==> src/rtl/alu_arbiter.sv <==
// Round-robin arbiter that lets two requesters share one combinational ALU,
// with a single registered response slot that can drain and refill each cycle.
module alu_arbiter #(
  parameter int WIDTH  = 32,
  parameter int FUNC_W = 4
) (
  input  logic              clk,
  input  logic              rst,
  input  logic              req0_valid,
  output logic              req0_ready,
  input  logic [WIDTH-1:0]  req0_a,
  input  logic [WIDTH-1:0]  req0_b,
  input  logic [FUNC_W-1:0] req0_func,
  input  logic              req1_valid,
  output logic              req1_ready,
  input  logic [WIDTH-1:0]  req1_a,
  input  logic [WIDTH-1:0]  req1_b,
  input  logic [FUNC_W-1:0] req1_func,
  output logic [WIDTH-1:0]  alu_a,
  output logic [WIDTH-1:0]  alu_b,
  output logic [FUNC_W-1:0] alu_func,
  input  logic [WIDTH-1:0]  alu_result,
  output logic              rsp_valid,
  input  logic              rsp_ready,
  output logic              rsp_id,
  output logic [WIDTH-1:0]  rsp_data,
  output logic              rsp_err
);

  localparam logic [FUNC_W-1:0] ALU_ADD  = FUNC_W'(0);
  localparam logic [FUNC_W-1:0] ALU_SUB  = FUNC_W'(1);
  localparam logic [FUNC_W-1:0] ALU_AND  = FUNC_W'(2);
  localparam logic [FUNC_W-1:0] ALU_OR   = FUNC_W'(3);
  localparam logic [FUNC_W-1:0] ALU_XOR  = FUNC_W'(4);
  localparam logic [FUNC_W-1:0] ALU_SLL  = FUNC_W'(5);
  localparam logic [FUNC_W-1:0] ALU_SRL  = FUNC_W'(6);
  localparam logic [FUNC_W-1:0] ALU_SRA  = FUNC_W'(7);
  localparam logic [FUNC_W-1:0] ALU_SLT  = FUNC_W'(8);
  localparam logic [FUNC_W-1:0] ALU_SLTU = FUNC_W'(9);

  function automatic logic alu_defined(input logic [FUNC_W-1:0] f);
    case (f)
      ALU_ADD, ALU_SUB, ALU_AND, ALU_OR, ALU_XOR,
      ALU_SLL, ALU_SRL, ALU_SRA, ALU_SLT, ALU_SLTU: return 1'b1;
      default: return 1'b0;
    endcase
  endfunction

  logic              r_valid;
  logic              r_id;
  logic              r_err;
  logic              r_last_grant;
  logic [WIDTH-1:0]  r_data;

  logic [1:0]        w_valid;
  logic [1:0]        w_ready;
  logic [WIDTH-1:0]  w_a    [2];
  logic [WIDTH-1:0]  w_b    [2];
  logic [FUNC_W-1:0] w_func [2];
  logic              w_slot_free;
  logic              w_accept;
  logic              w_sel;

  assign w_valid   = {req1_valid, req0_valid};
  assign w_a[0]    = req0_a;
  assign w_a[1]    = req1_a;
  assign w_b[0]    = req0_b;
  assign w_b[1]    = req1_b;
  assign w_func[0] = req0_func;
  assign w_func[1] = req1_func;

  // The slot may refill on the same edge the consumer takes the old response.
  assign w_slot_free = !r_valid || rsp_ready;

  // A requester wins if it is alone, or if the other one was served last.
  generate
    for (genvar gi = 0; gi < 2; gi++) begin : g_grant
      assign w_ready[gi] = w_slot_free && !rst && w_valid[gi] &&
                           (!w_valid[1-gi] || (r_last_grant != 1'(gi)));
    end
  endgenerate

  assign req0_ready = w_ready[0];
  assign req1_ready = w_ready[1];
  assign w_accept   = |w_ready;
  assign w_sel      = w_ready[1] ? 1'b1 : (w_ready[0] ? 1'b0 : ~r_last_grant);

  assign alu_a    = w_a[w_sel];
  assign alu_b    = w_b[w_sel];
  assign alu_func = w_func[w_sel];

  always_ff @(posedge clk) begin
    if (rst) begin
      r_valid      <= 1'b0;
      r_id         <= 1'b0;
      r_data       <= '0;
      r_err        <= 1'b0;
      r_last_grant <= 1'b1;
    end else if (w_accept) begin
      r_valid      <= 1'b1;
      r_id         <= w_sel;
      r_data       <= alu_result;
      r_err        <= !alu_defined(alu_func);
      r_last_grant <= w_sel;
    end else if (rsp_ready) begin
      r_valid <= 1'b0;
    end
  end

  assign rsp_valid = r_valid;
  assign rsp_id    = r_id;
  assign rsp_data  = r_data;
  assign rsp_err   = r_err;

endmodule

==> config.mk <==
export PLATFORM = sky130hd
export DESIGN_NAME = alu_arbiter
export DESIGN_NICKNAME = d
export VERILOG_FILES = /design/src/rtl/alu_arbiter.sv
export SDC_FILE = /design/constraint.sdc
export NUM_CORES = 1
export LEC_CHECK = 0
export CAP_MARGIN = 40
export CORE_AREA = 2 2 107 109
export DETAILED_ROUTE_END_ITERATION = 8
export DIE_AREA = 0 0 109 111
export GPL_TIMING_DRIVEN = 0
export PLACE_DENSITY_LB_ADDON = 0.1
export SLEW_MARGIN = 0
export SYNTH_ARGS = -nofsm -noshare
export SYNTH_HDL_FRONTEND = slang
export SYNTH_SLANG_ARGS = --single-unit
==> constraint.sdc <==
create_clock -name clk -period 2.85 [get_ports clk]
set_clock_uncertainty 0.2 [all_clocks]
set_input_delay 0.285 -clock clk [delete_from_list [all_inputs] [get_ports clk]]
set_output_delay 0.285 -clock clk [all_outputs]
set_load 0.05 [all_outputs]
-- Yosys cells after proc, flatten, opt, wreduce, memory -nomap -nowiden
Memory sizes are Yosys's and may differ from the RTL's.
Cells that the tools add are included.
- register bits: 36
- ROM bits: 16
- input bits: 173
- output and inout port bits: 105
- word-level logic and storage cells: 39
- memories: 1
- memory list (memory ; depth ; width ; read ports ; clocked after Yosys merged registers in ; wr ports ; RTL line ; source):
    (name not given) ; 16 ; 1 ; 1 ; 0 ; 0 ; 42 ; case (f)
- magnitude comparators: 1
- mux-type cells: 15
- bitwise logic cells: 2
- reduce and logical (&&, ||, !) cells: 15
- operators by type and width (operator ; number):
    2-to-1 mux 32 bit ; 6
    2-to-1 mux 4 bit ; 3
    2-to-1 mux 1 bit ; 6
    logical AND 1 bit ; 5
    logical NOT 1 bit ; 5
    logical OR 1 bit ; 3
    >= comparator 2 bit, second input constant ; 1
    inverter 1 -> 2 bit ; 1
    nonzero test 2 bit ; 1
    OR reduction 2 bit ; 1
    inverter 1 bit ; 1

-- Logic depth before layout (Yosys ltp)
Gate-level depths: netlist (run 1).
An unclocked memory read counts as a cell.
- depth in word-level cells: 15
- depth in mapped cells: 7
- gate-level depth less buffers: 5

-- Least setup slack after synthesis (run 1)
OpenSTA, ideal clock, no wires.
- path kind: reg2reg
- start: reg r_valid (netlist: rsp_valid)
- end: reg r_id (netlist: rsp_id)
- setup time: 73 ps
- arrival: 2100 ps
- required time: 2577 ps
- path slack: 477 ps
- cell stages (with the launch flop): 4
- buffers on the path: 0
- clock period less this slack: 2373 ps
- cell sequence: dfxtp_1 > and2b_1 > nor3_1 > o21bai_1
- elaborated cells on any way between the ends: 10
- those cells by class: 2 x mux; 8 x reduce/logical
- RTL lines (element ; RTL line ; source):
    start, declared ; 49 ; logic r_valid;
    start signal, assigned ; 94 ; r_valid <= 1'b0;
    start signal, assigned ; 100 ; r_valid <= 1'b1;
    start signal, assigned ; 106 ; r_valid <= 1'b0;
    logical NOT 1 bit (*) ; 73 ; assign w_slot_free = !r_valid || rsp_ready;
    logical OR 1 bit (*) ; 73 ;
    logical AND 1 bit (*) (3 in a row) ; 78 ; assign w_ready[gi] = w_slot_free && !rst && w_valid[gi] &&
    named net req1_ready ; 15 ; output logic req1_ready,
    2-to-1 mux 1 bit or OR reduction 2 bit (tied branches) ; 86, 85 ;
    end signal, assigned ; 101 ; r_id <= w_sel;
    end, declared ; 50 ; logic r_id;
Mark *: on every way through the listed nets, which the timed path passes. The rest lies on a longest branch.
A chain may end at the register's enable or synchronous reset.

-- Final worst setup path (run 1)
- start: in rsp_ready
- end: out alu_a[22]
- longest elaborated chain between the ends: 10
- elaborated cells on any way between the ends: 12
- those cells by class: 5 x mux; 1 x bitwise; 6 x reduce/logical
- RTL lines (element ; RTL line ; source):
    start, declared ; 24 ; input logic rsp_ready,
    logical OR 1 bit (*) ; 73 ;
    logical AND 1 bit (*) ; 78 ;
    logical AND 1 bit (2 in a row) ; 78 ;
    2-to-1 mux 1 bit ; 86 ; assign w_sel = w_ready[1] ? 1'b1 : (w_ready[0] ? 1'b0 : ~r_last_grant);
    2-to-1 mux 1 bit (*) ; 86 ;
    inverter 1 -> 2 bit (not written as such) (*) ; 88 ; assign alu_a = w_a[w_sel];
    2-to-1 mux 32 bit (not written as such) (*) (3 in a row) ; 88 ;
    end, declared ; 19 ; output logic [WIDTH-1:0] alu_a,
Every way passes the cells marked *; elsewhere a longest branch is shown, timed or not. The select of a mux whose other input is x is not followed.

==> flow_summary_export.csv, run 1 <==
group,metric,value,unit
global_routing,grt_antenna_before_repair,0,
global_routing,grt_pass1_vias,2848,
routing,detail_route.iter0.violations,101,
floorplanning,dieHeight,111,um
worst_setup_path,cp.buffers_inverters,3,
clock_tree,cts_setup_buffers,0,
timing,hold_viol,0,
routing,avgRoutedWirePerCell,16.7,um
floorplanning,die_w,109,um
floorplanning,io_pins,278,
floorplanning,initial_utilization,20.1,%
hold_path,worstHoldPathType,"flip-flop to flip-flop",
placed_design,dpl_cell_area,5170,um^2
floorplanning,core.rowCount,39,
timing,worst_pin_slew,591,ps
synthesis,synth_fp_nets,417,
clock_tree,cts_tree,"yes",
worst_setup_path,critPathMaxFanout,10,
power,leakage,0.00206,uW
clock_tree,clock-root-buffer,"clkbuf_16",
global_routing,grt_usage,17.4,%
cells_and_area,finish.utilization,45.3,%
timing,slew_headroom,60.7,%
synthesis,syn-instance-count,244,
timing,fin_ws,-8.90,ps
timing,tns,-28.6,ps
synthesis,synth_area,2230,um^2
synthesis,ys_seq_area_share,32.3,%
placed_design,place.gp.congestion,0.740,
cells_and_area,fin_area,5020,um^2
timing,max_clock_freq,0.350,GHz
routing,drt_pass1_iterations,4,
routing,route.antenna.remaining_nets,0,
floorplanning,core_area,11100,um^2
worst_setup_path,cp-start-kind,"input port",
global_routing,grt_remaining_overflow,0,
worst_setup_path,cp-end-kind,"output port",
placed_design,io_buffers,276,
timing,setup_viol,6,
worst_setup_path,crit_chain,"clkdlybuf4s50_1, nand2b_2, a31oi_2, o22ai_4, clkbuf_4, mux2_2, dlygate4sd2_1",
cells_and_area,layout-drive-gt1-share,28.3,%
clock_tree,insertion_delay,270,ps
routing,wl,11.2,mm
cells_and_area,fillerInstances,1169,
cells_and_area,synthToLayoutAreaGrowth,125,%
clock_tree,clockBufferDepth,2,
synthesis,yosys_warnings,0,
routing,via_per_inst,4.29,
cells_and_area,nets,700,
timing,finalCriticalPeriod,2860,ps
clock_tree,clkSlewWorstSetupHoldPaths,50,ps
timing,finalCritPeriodShare,100,%
global_routing,grt_max_degree,11,
clock_tree,cts_sinks,36,
clock_tree,cts-buffers-inserted,5,
worst_setup_path,cp.required,2370,ps
clock_tree,h-tree-depth,2,
timing,rsz0062_at_grt,"true",
worst_setup_path,cp_top_family,"buffers and inverters",
worst_setup_path,slowest_stage,"clkdlybuf4s50_1",
power,peakVddDrop,0.000277,V
outcome,status,"finished with violations",
synthesis,synth.distinct_cells,24,
worst_setup_path,worst_ep_arrival_time,2370,ps
routing,vias,2873,
floorplanning,die-area,12100,um^2
run,drv_cap,0,
outcome,violations,"negative setup slack",
power,power_density,464,nW/um^2
synthesis,synth_area_per_cell,9.14,um^2
synthesis,yosys_register_bits,36,
timing,final_max_slew_viol_count,0,
timing,worst_hold_slack,251,ps
worst_setup_path,path_class,"input port to output port",
placed_design,dp_hpwl,9.50,mm
routing,route.detailed.drc,0,
global_routing,grt_first_pass_wirelength,16.2,mm
cells_and_area,diodes,0,
worst_setup_path,critical-path-max-stage-delay,470,ps
cell families (layout without fill, tap and decap cells):
family,Yosys count,after routing,share of synthesized area [%]
simple gates,77,77,13.7
compound gates,43,43,11.5
mux,68,68,37.5
buf+inv,20,303,4.99
flops,36,36,32.3
cells in the final DEF (no fill, tap or decap), types with 2 or more instances in the layout:
cell               n
dfxtp_1           36
nand2_1           69
clkbuf_1           5
a21oi_1           34
inv_1              2
clkbuf_16          5
clkdlybuf4s50_1  207
dlygate4sd2_1     11
buf_6              3
buf_2             26
mux2_2            49
nor2_1             3
clkbuf_4           3
clkbuf_2          38
mux2_4            19
sequential cells by signal (all words and copies together) (netlist names):
| register | count |
|---|---|
| rsp_data | 32 |
| r_last_grant | 1 |
| rsp_err | 1 |
| rsp_id | 1 |
| rsp_valid | 1 |
routing by layer:
metal  share of wire, %  vias up  GRT usage [%]
li1                   -     1401              -
met4                2.8        0           6.41
met2                 52      134           32.8
met1                 35     1319           17.0
met5                  0        -              0
met3                 11       19           6.17
layout make-up:
class / instances / area (um^2) / area share [%]
timing repair buffer: 276 / 2470 / 49.1
multi-input combinational: 188 / 1400 / 27.9
tap: 143 / 179 / 3.56
clock inverter: 1 / 5.00 / 0.0997
inverter: 2 / 7.51 / 0.149
clock buffer: 6 / 129 / 2.57
buffer: 18 / 114 / 2.27
sequential: 36 / 721 / 14.3
worst paths after layout:
kind	to	slack, ps	start	cells after the start
setup / recovery	alu_a[22]	-9	rsp_ready	7
hold / removal	rsp_data[21]	250	rsp_data[21]	2
setup reg to reg	rsp_err	990	rsp_valid	7
hold reg to reg	rsp_data[21]	250	rsp_data[21]	2
metrics by stage:
step           worst slack, ps  power, uW  cells
2_1_floorplan              477       1380    244
3_3_place_gp              -452       1930    663
3_5_place_dp              -469       1940    663
4_1_cts                   -164       2370    670
5_1_grt                   -101       2440    670
6_report                 -8.90       2330    670
repair_timing:
| item | 4_1_cts | 5_1_grt |
|---|---|---|
| endpoints found under the setup margin | 68 | 50 |
| hold buffers | 0 | 0 |
| gates resized for setup | 140 | 86 |
synth_stat cells:
cell / n / area [um^2]
a221o_1: 1 / 10.0
nor2_1: 3 / 11.3
o21ai_1: 1 / 5.00
dfxtp_1: 36 / 721
o21a_1: 1 / 7.51
nor2b_1: 1 / 6.26
a32o_1: 1 / 10.0
inv_1: 2 / 7.51
nand2b_1: 1 / 6.26
buf_2: 11 / 55.1
nor3_2: 1 / 10.0
a31oi_2: 1 / 12.5
and2b_1: 1 / 7.51
clkbuf_1: 4 / 15.0
nor3_1: 1 / 5.00
mux2_2: 49 / 552
mux2_4: 19 / 285
a211o_1: 1 / 8.76
nand2_1: 69 / 259
o21bai_1: 1 / 7.51
a21oi_1: 34 / 170
o22ai_4: 1 / 20.0
buf_6: 3 / 33.8
o21ai_0: 1 / 5.00
worst reg2reg max path: cells and delay by family, from the launching register on:
kind / cells / cell delay [ps]
buffers and inverters: 2 / 390
AO/OA/AOI/OAI: 3 / 520
flip-flops: 1 / 360
AND/OR/NAND/NOR: 2 / 290
power breakdown:
part,leakage (uW),switching (uW),internal (uW)
clock,0.0000667,191,317
combinational,0.00170,757,514
sequential,0.000296,17.6,535
total,0.00206,965,1370
Note: power is estimated with default switching activity, not from simulation.
==> inputs of run 2 (changes only) <==
--- a/config.mk
+++ b/config.mk
@@ -12,3 +12,3 @@
 export GPL_TIMING_DRIVEN = 0
-export PLACE_DENSITY_LB_ADDON = 0.1
+export PLACE_DENSITY_LB_ADDON = 0.08
 export SLEW_MARGIN = 0
==> constraint.sdc (replaced) <==
create_clock -name clk -period 2.85 [get_ports clk]
set_clock_uncertainty 0.2 [all_clocks]
set_input_delay 0.57 -clock clk [delete_from_list [all_inputs] [get_ports clk]]
set_output_delay 0.57 -clock clk [all_outputs]
set_load 0.05 [all_outputs]
==> flow_summary_export.csv, run 2 (synthesized netlist as in run 1, its figures left out) <==
group,metric,value,unit
outcome,status,"finished with violations",
outcome,violations,"negative setup slack",
cells_and_area,largest_register_ffs,32,
routing,route.antenna.remaining_nets,0,
cells_and_area,nets,711,
placed_design,io_buffers,276,
timing,slew_headroom,63.0,%
timing,hold_viol,0,
power,peakVddDrop,0.000312,V
floorplanning,io_pins,278,
cells_and_area,diodes,0,
floorplanning,core_area,11100,um^2
cells_and_area,mostFrequentLayoutCell,"clkdlybuf4s50_1",
clock_tree,cts_sinks,36,
cells_and_area,fin_area,5350,um^2
cells_and_area,layout-drive-gt1-share,33.0,%
clock_tree,clkSlewWorstSetupHoldPaths,50,ps
cells_and_area,fillerInstances,1106,
floorplanning,initial_utilization,20.1,%
power,p_int,1500,uW
power,pwr-share-clk,22.2,%
power,power_density,470,nW/um^2
cells_and_area,finish.utilization,48.3,%
placed_design,dpl_cell_area,5170,um^2
global_routing,grt_antenna_before_repair,0,
timing,finalCriticalPeriod,2870,ps
power,p_sw_share,40.2,%
worst_setup_path,cp-end-kind,"output port",
cells_and_area,synthToLayoutAreaGrowth,140,%
timing,fin_ws,-21.2,ps
global_routing,grt_remaining_overflow,0,
global_routing,grt_pass1_vias,2902,
placed_design,place.gp.congestion,0.797,
floorplanning,die_w,109,um
worst_setup_path,cp.required,2080,ps
power,leakage,0.00220,uW
run,drv_cap,0,
timing,worst_pin_slew,553,ps
timing,setup_viol,1,
cells_and_area,final-seq-area,722,um^2
routing,detail_route.iter0.violations,154,
clock_tree,insertion_delay,270,ps
clock_tree,h-tree-depth,2,
timing,finalCritPeriodShare,101,%
power,switching_power,1010,uW
worst_setup_path,critPathMaxFanout,5,
hold_path,worstHoldPathType,"flip-flop to flip-flop",
timing,final_max_slew_viol_count,0,
routing,avgRoutedWirePerCell,17.1,um
floorplanning,die-area,12100,um^2
clock_tree,clockBufferDepth,2,
routing,route.detailed.drc,0,
routing,vias,2874,
timing,rsz0062_at_grt,"true",
cells_and_area,multiInputGateArea,1420,um^2
placed_design,dp_hpwl,9.56,mm
worst_setup_path,worst_ep_arrival_time,2100,ps
timing,tns,-21.2,ps
global_routing,grt_usage,18.3,%
routing,drt_pass1_iterations,4,
clock_tree,cts_tree,"yes",
routing,wl,11.7,mm
worst_setup_path,cp-start-kind,"input port",
clock_tree,cts-buffers-inserted,5,
floorplanning,core.rowCount,39,
routing,via_per_inst,4.21,
clock_tree,clock-root-buffer,"clkbuf_16",
power,power_frac_seq,22.0,%
power,pwr-share-comb,55.8,%
global_routing,grt_max_degree,12,
global_routing,grt_first_pass_wirelength,16.8,mm
cells_and_area,mostFrequentLayoutCells,"clkdlybuf4s50_1 (203), nand2_1 (69), buf_2 (49)",
floorplanning,dieHeight,111,um
worst_setup_path,path_class,"input port to output port",
timing,worst_hold_slack,254,ps
timing,max_clock_freq,0.348,GHz
==> run 2: final timing paths <==
path	startpoint	to	slack [ps]	cells past startpoint
setup / recovery	rsp_ready	alu_a[15]	-20	10
hold / removal	rsp_data[20]	rsp_data[20]	250	2
setup reg to reg	rsp_valid	rsp_err	1020	6
hold reg to reg	rsp_data[20]	rsp_data[20]	250	2
==> run 2: critical path, stage by stage <==
cell,delay [ps]
buf_6,90
nand2b_4,150
a31oi_2,230
o22ai_4,120
buf_6,140
buf_6,120
buf_6,110
buf_6,110
mux2_4,310
buf_8,150
==> run 2: power groups by stage <==
stage,combinational (uW),sequential [uW],clock [uW]
5_1_grt,1470,558,590
6_report,1400,553,557
2_1_floorplan,714,666,0
3_3_place_gp,1370,561,0
4_1_cts,1380,554,569
3_5_place_dp,1380,563,0
==> run 2: routing by layer <==
layer | vias to the layer above | global-route usage [%] | routed length (um)
li1 | 1423 | - | -
met1 | 1298 | 21.7 | 4590
met2 | 136 | 32.2 | 5860
met3 | 17 | 4.29 | 948
met4 | 0 | 5.64 | 261
met5 | - | 0 | 0
==> run 2: what timing repair did <==
action	CTS	global route
pin swaps	1	2
setup endpoints to repair	70	41
hold endpoints to repair	0	0
gates resized for setup	400	30
hold buffers	0	0
cloned	1	2
buffers inserted	6	3
==> run 2: cell type report <==
cell class	instances	area share, %
tap	143	3.35
clock buffer	7	2.67
multi-input combinational	188	26.5
inverter	2	0.140
sequential	36	13.5
timing repair buffer	287	50.9
buffer	18	2.74
clock inverter	1	0.140
==> run 2: stage by stage <==
| stage | setup slack, ps | std cells | total power, uW |
|---|---|---|---|
| 6_report | -21.2 | 682 | 2510 |
| 5_1_grt | -74.4 | 682 | 2610 |
| 4_1_cts | -169 | 678 | 2500 |
| 3_5_place_dp | -1020 | 663 | 1940 |
| 3_3_place_gp | -987 | 663 | 1940 |
| 2_1_floorplan | 115 | 244 | 1380 |
==> inputs of run 3 (changes only) <==
GPL_TIMING_DRIVEN = 1   (was 0)
SKIP_LAST_GASP = 1   (was default)
==> flow_summary_export.csv, run 3 (synthesized netlist as in run 1, its figures left out) <==
group,metric,value,unit
outcome,status,"finished with violations",
outcome,violations,"negative setup slack",
cells_and_area,largest_register_ffs,32,
routing,route.antenna.remaining_nets,0,
routing,wl,12.1,mm
worst_setup_path,ff2ff_path_depth,8,
global_routing,grt_pass1_vias,2933,
global_routing,grt_usage,18.9,%
timing,setup_viol,16,
worst_setup_path,critPathMaxFanout,6,
cells_and_area,fin_cells,682,
timing,slew_headroom,63.7,%
worst_setup_path,cp.required,2080,ps
global_routing,grt_antenna_before_repair,0,
worst_setup_path,r2r_setup_slack,740,ps
clock_tree,clock-root-buffer,"clkbuf_16",
clock_tree,clkSlewWorstSetupHoldPaths,50,ps
floorplanning,io_pins,278,
placed_design,io_buffers,277,
cells_and_area,diodes,0,
placed_design,dp_hpwl,9.44,mm
timing,worst_hold_slack,250,ps
worst_setup_path,slowest_stage,"mux2_4",
worst_setup_path,critical-path-max-stage-delay,310,ps
global_routing,grt_first_pass_wirelength,17.3,mm
timing,final_max_slew_viol_count,0,
hold_path,worstHoldPathType,"flip-flop to flip-flop",
floorplanning,initial_utilization,20.1,%
cells_and_area,mostFrequentLayoutCell,"clkdlybuf4s50_1",
timing,rsz0062_at_grt,"true",
cells_and_area,layout-drive-gt1-share,34.3,%
worst_setup_path,crit_chain,"buf_6, and2b_2, nor3_4, o22ai_4, buf_6, buf_8, buf_12, buf_16, mux2_4, buf_12",
worst_setup_path,cp-end-kind,"output port",
worst_setup_path,path_class,"input port to output port",
timing,max_clock_freq,0.349,GHz
run,drv_cap,0,
floorplanning,die_w,109,um
cells_and_area,synthToLayoutAreaGrowth,161,%
clock_tree,cts-buffers-inserted,5,
floorplanning,core.rowCount,39,
clock_tree,clockBufferDepth,2,
cells_and_area,fin_area,5830,um^2
power,peakVddDrop,0.000385,V
routing,via_per_inst,4.28,
timing,worst_pin_slew,542,ps
routing,drt_pass1_iterations,4,
clock_tree,cts_tree,"yes",
routing,avgRoutedWirePerCell,17.7,um
cells_and_area,fillerInstances,1013,
cells_and_area,nets,711,
clock_tree,insertion_delay,270,ps
routing,route.detailed.drc,0,
routing,detail_route.iter0.violations,120,
worst_setup_path,cp_top_family,"buffers and inverters",
cells_and_area,mostFrequentLayoutCells,"clkdlybuf4s50_1 (203), nand2_1 (69), buf_4 (57)",
placed_design,place.gp.congestion,0.819,
floorplanning,core_area,11100,um^2
timing,finalCritPeriodShare,101,%
worst_setup_path,worst_ep_arrival_time,2100,ps
global_routing,grt_remaining_overflow,0,
power,leakage,0.00242,uW
power,power_density,479,nW/um^2
clock_tree,h-tree-depth,2,
power,power,2790,uW
worst_setup_path,cp-start-kind,"input port",
placed_design,dpl_cell_area,5250,um^2
floorplanning,die-area,12100,um^2
timing,tns,-118,ps
global_routing,grt_max_degree,38,
routing,vias,2919,
worst_setup_path,cp.depth,10,
hold_path,holdPathStages,2,
worst_setup_path,cp.buffers_inverters,6,
placed_design,place_inst,661,
floorplanning,dieHeight,111,um
clock_tree,cts-hold-fix-buffers,0,
clock_tree,cts_sinks,36,
timing,finalCriticalPeriod,2870,ps
timing,fin_ws,-17.7,ps
timing,hold_viol,0,
-- run 3: changes by cell type in the layout (fill, tap and decap cells not counted), moves of 2 or more --
cell       before  now
buf_8           5   11
buf_6          24    7
buf_16          0    5
buf_2          49    2
mux2_4         20   37
buf_12          3   19
buf_4          11   57
clkbuf_16       7    5
clkbuf_1        5    0
mux2_2         48   31
-- run 3: area by class of cell --
type	count	area (um^2)	area share (%)
clock buffer	7	153	2.62
tap	143	179	3.07
timing repair buffer	305	3240	55.6
clock inverter	1	30.0	0.515
inverter	2	7.51	0.129
multi-input combinational	188	1490	25.6
sequential	36	722	12.4
-- run 3: timing repair --
item,in CTS,in global routing
gates cloned,5,0
endpoints found under the hold margin,0,0
pin swaps,2,2
gates resized for setup,68,3
setup buffers,7,1
setup endpoints to repair,68,27
-- run 3: layer usage --
metal,part of all wire (%),vias up,track usage (%)
li1,-,1427,-
met1,39,1357,21.7
met2,51,129,35.0
met3,8.4,6,4.64
met4,0.88,0,3.33
met5,0,-,0
-- run 3: final timing paths --
path,endpoint,start
setup reg to reg,rsp_err,rsp_valid
hold / removal,rsp_data[5],rsp_data[5]
hold reg to reg,rsp_data[5],rsp_data[5]
setup / recovery,alu_a[15],rsp_ready
-- run 3: stage by stage --
stage / worst slack, ps / util [%]
floorplan: 115 / -
global placement: -300 / 47.4
detailed placement: -308 / 47.4
CTS: -50.6 / 52.6
global route: -79.3 / 52.6
finish: -17.7 / 52.6
-- run 3: report_power, final --
| group | switching (uW) | total (uW) | internal, uW |
|---|---|---|---|
| Clock | 199 | 659 | 460 |
| Sequential | 17.0 | 553 | 535 |
| Combinational | 816 | 1580 | 761 |
-- run 3: worst register-to-register path, cell delays in order (launching register included) --
cell and delay (ps):
dfxtp_1 380, and2b_2 200, nor3_4 50, o22ai_4 110, buf_6 130, buf_12 200
mux2_2 400, buf_4 130, a32o_1 190
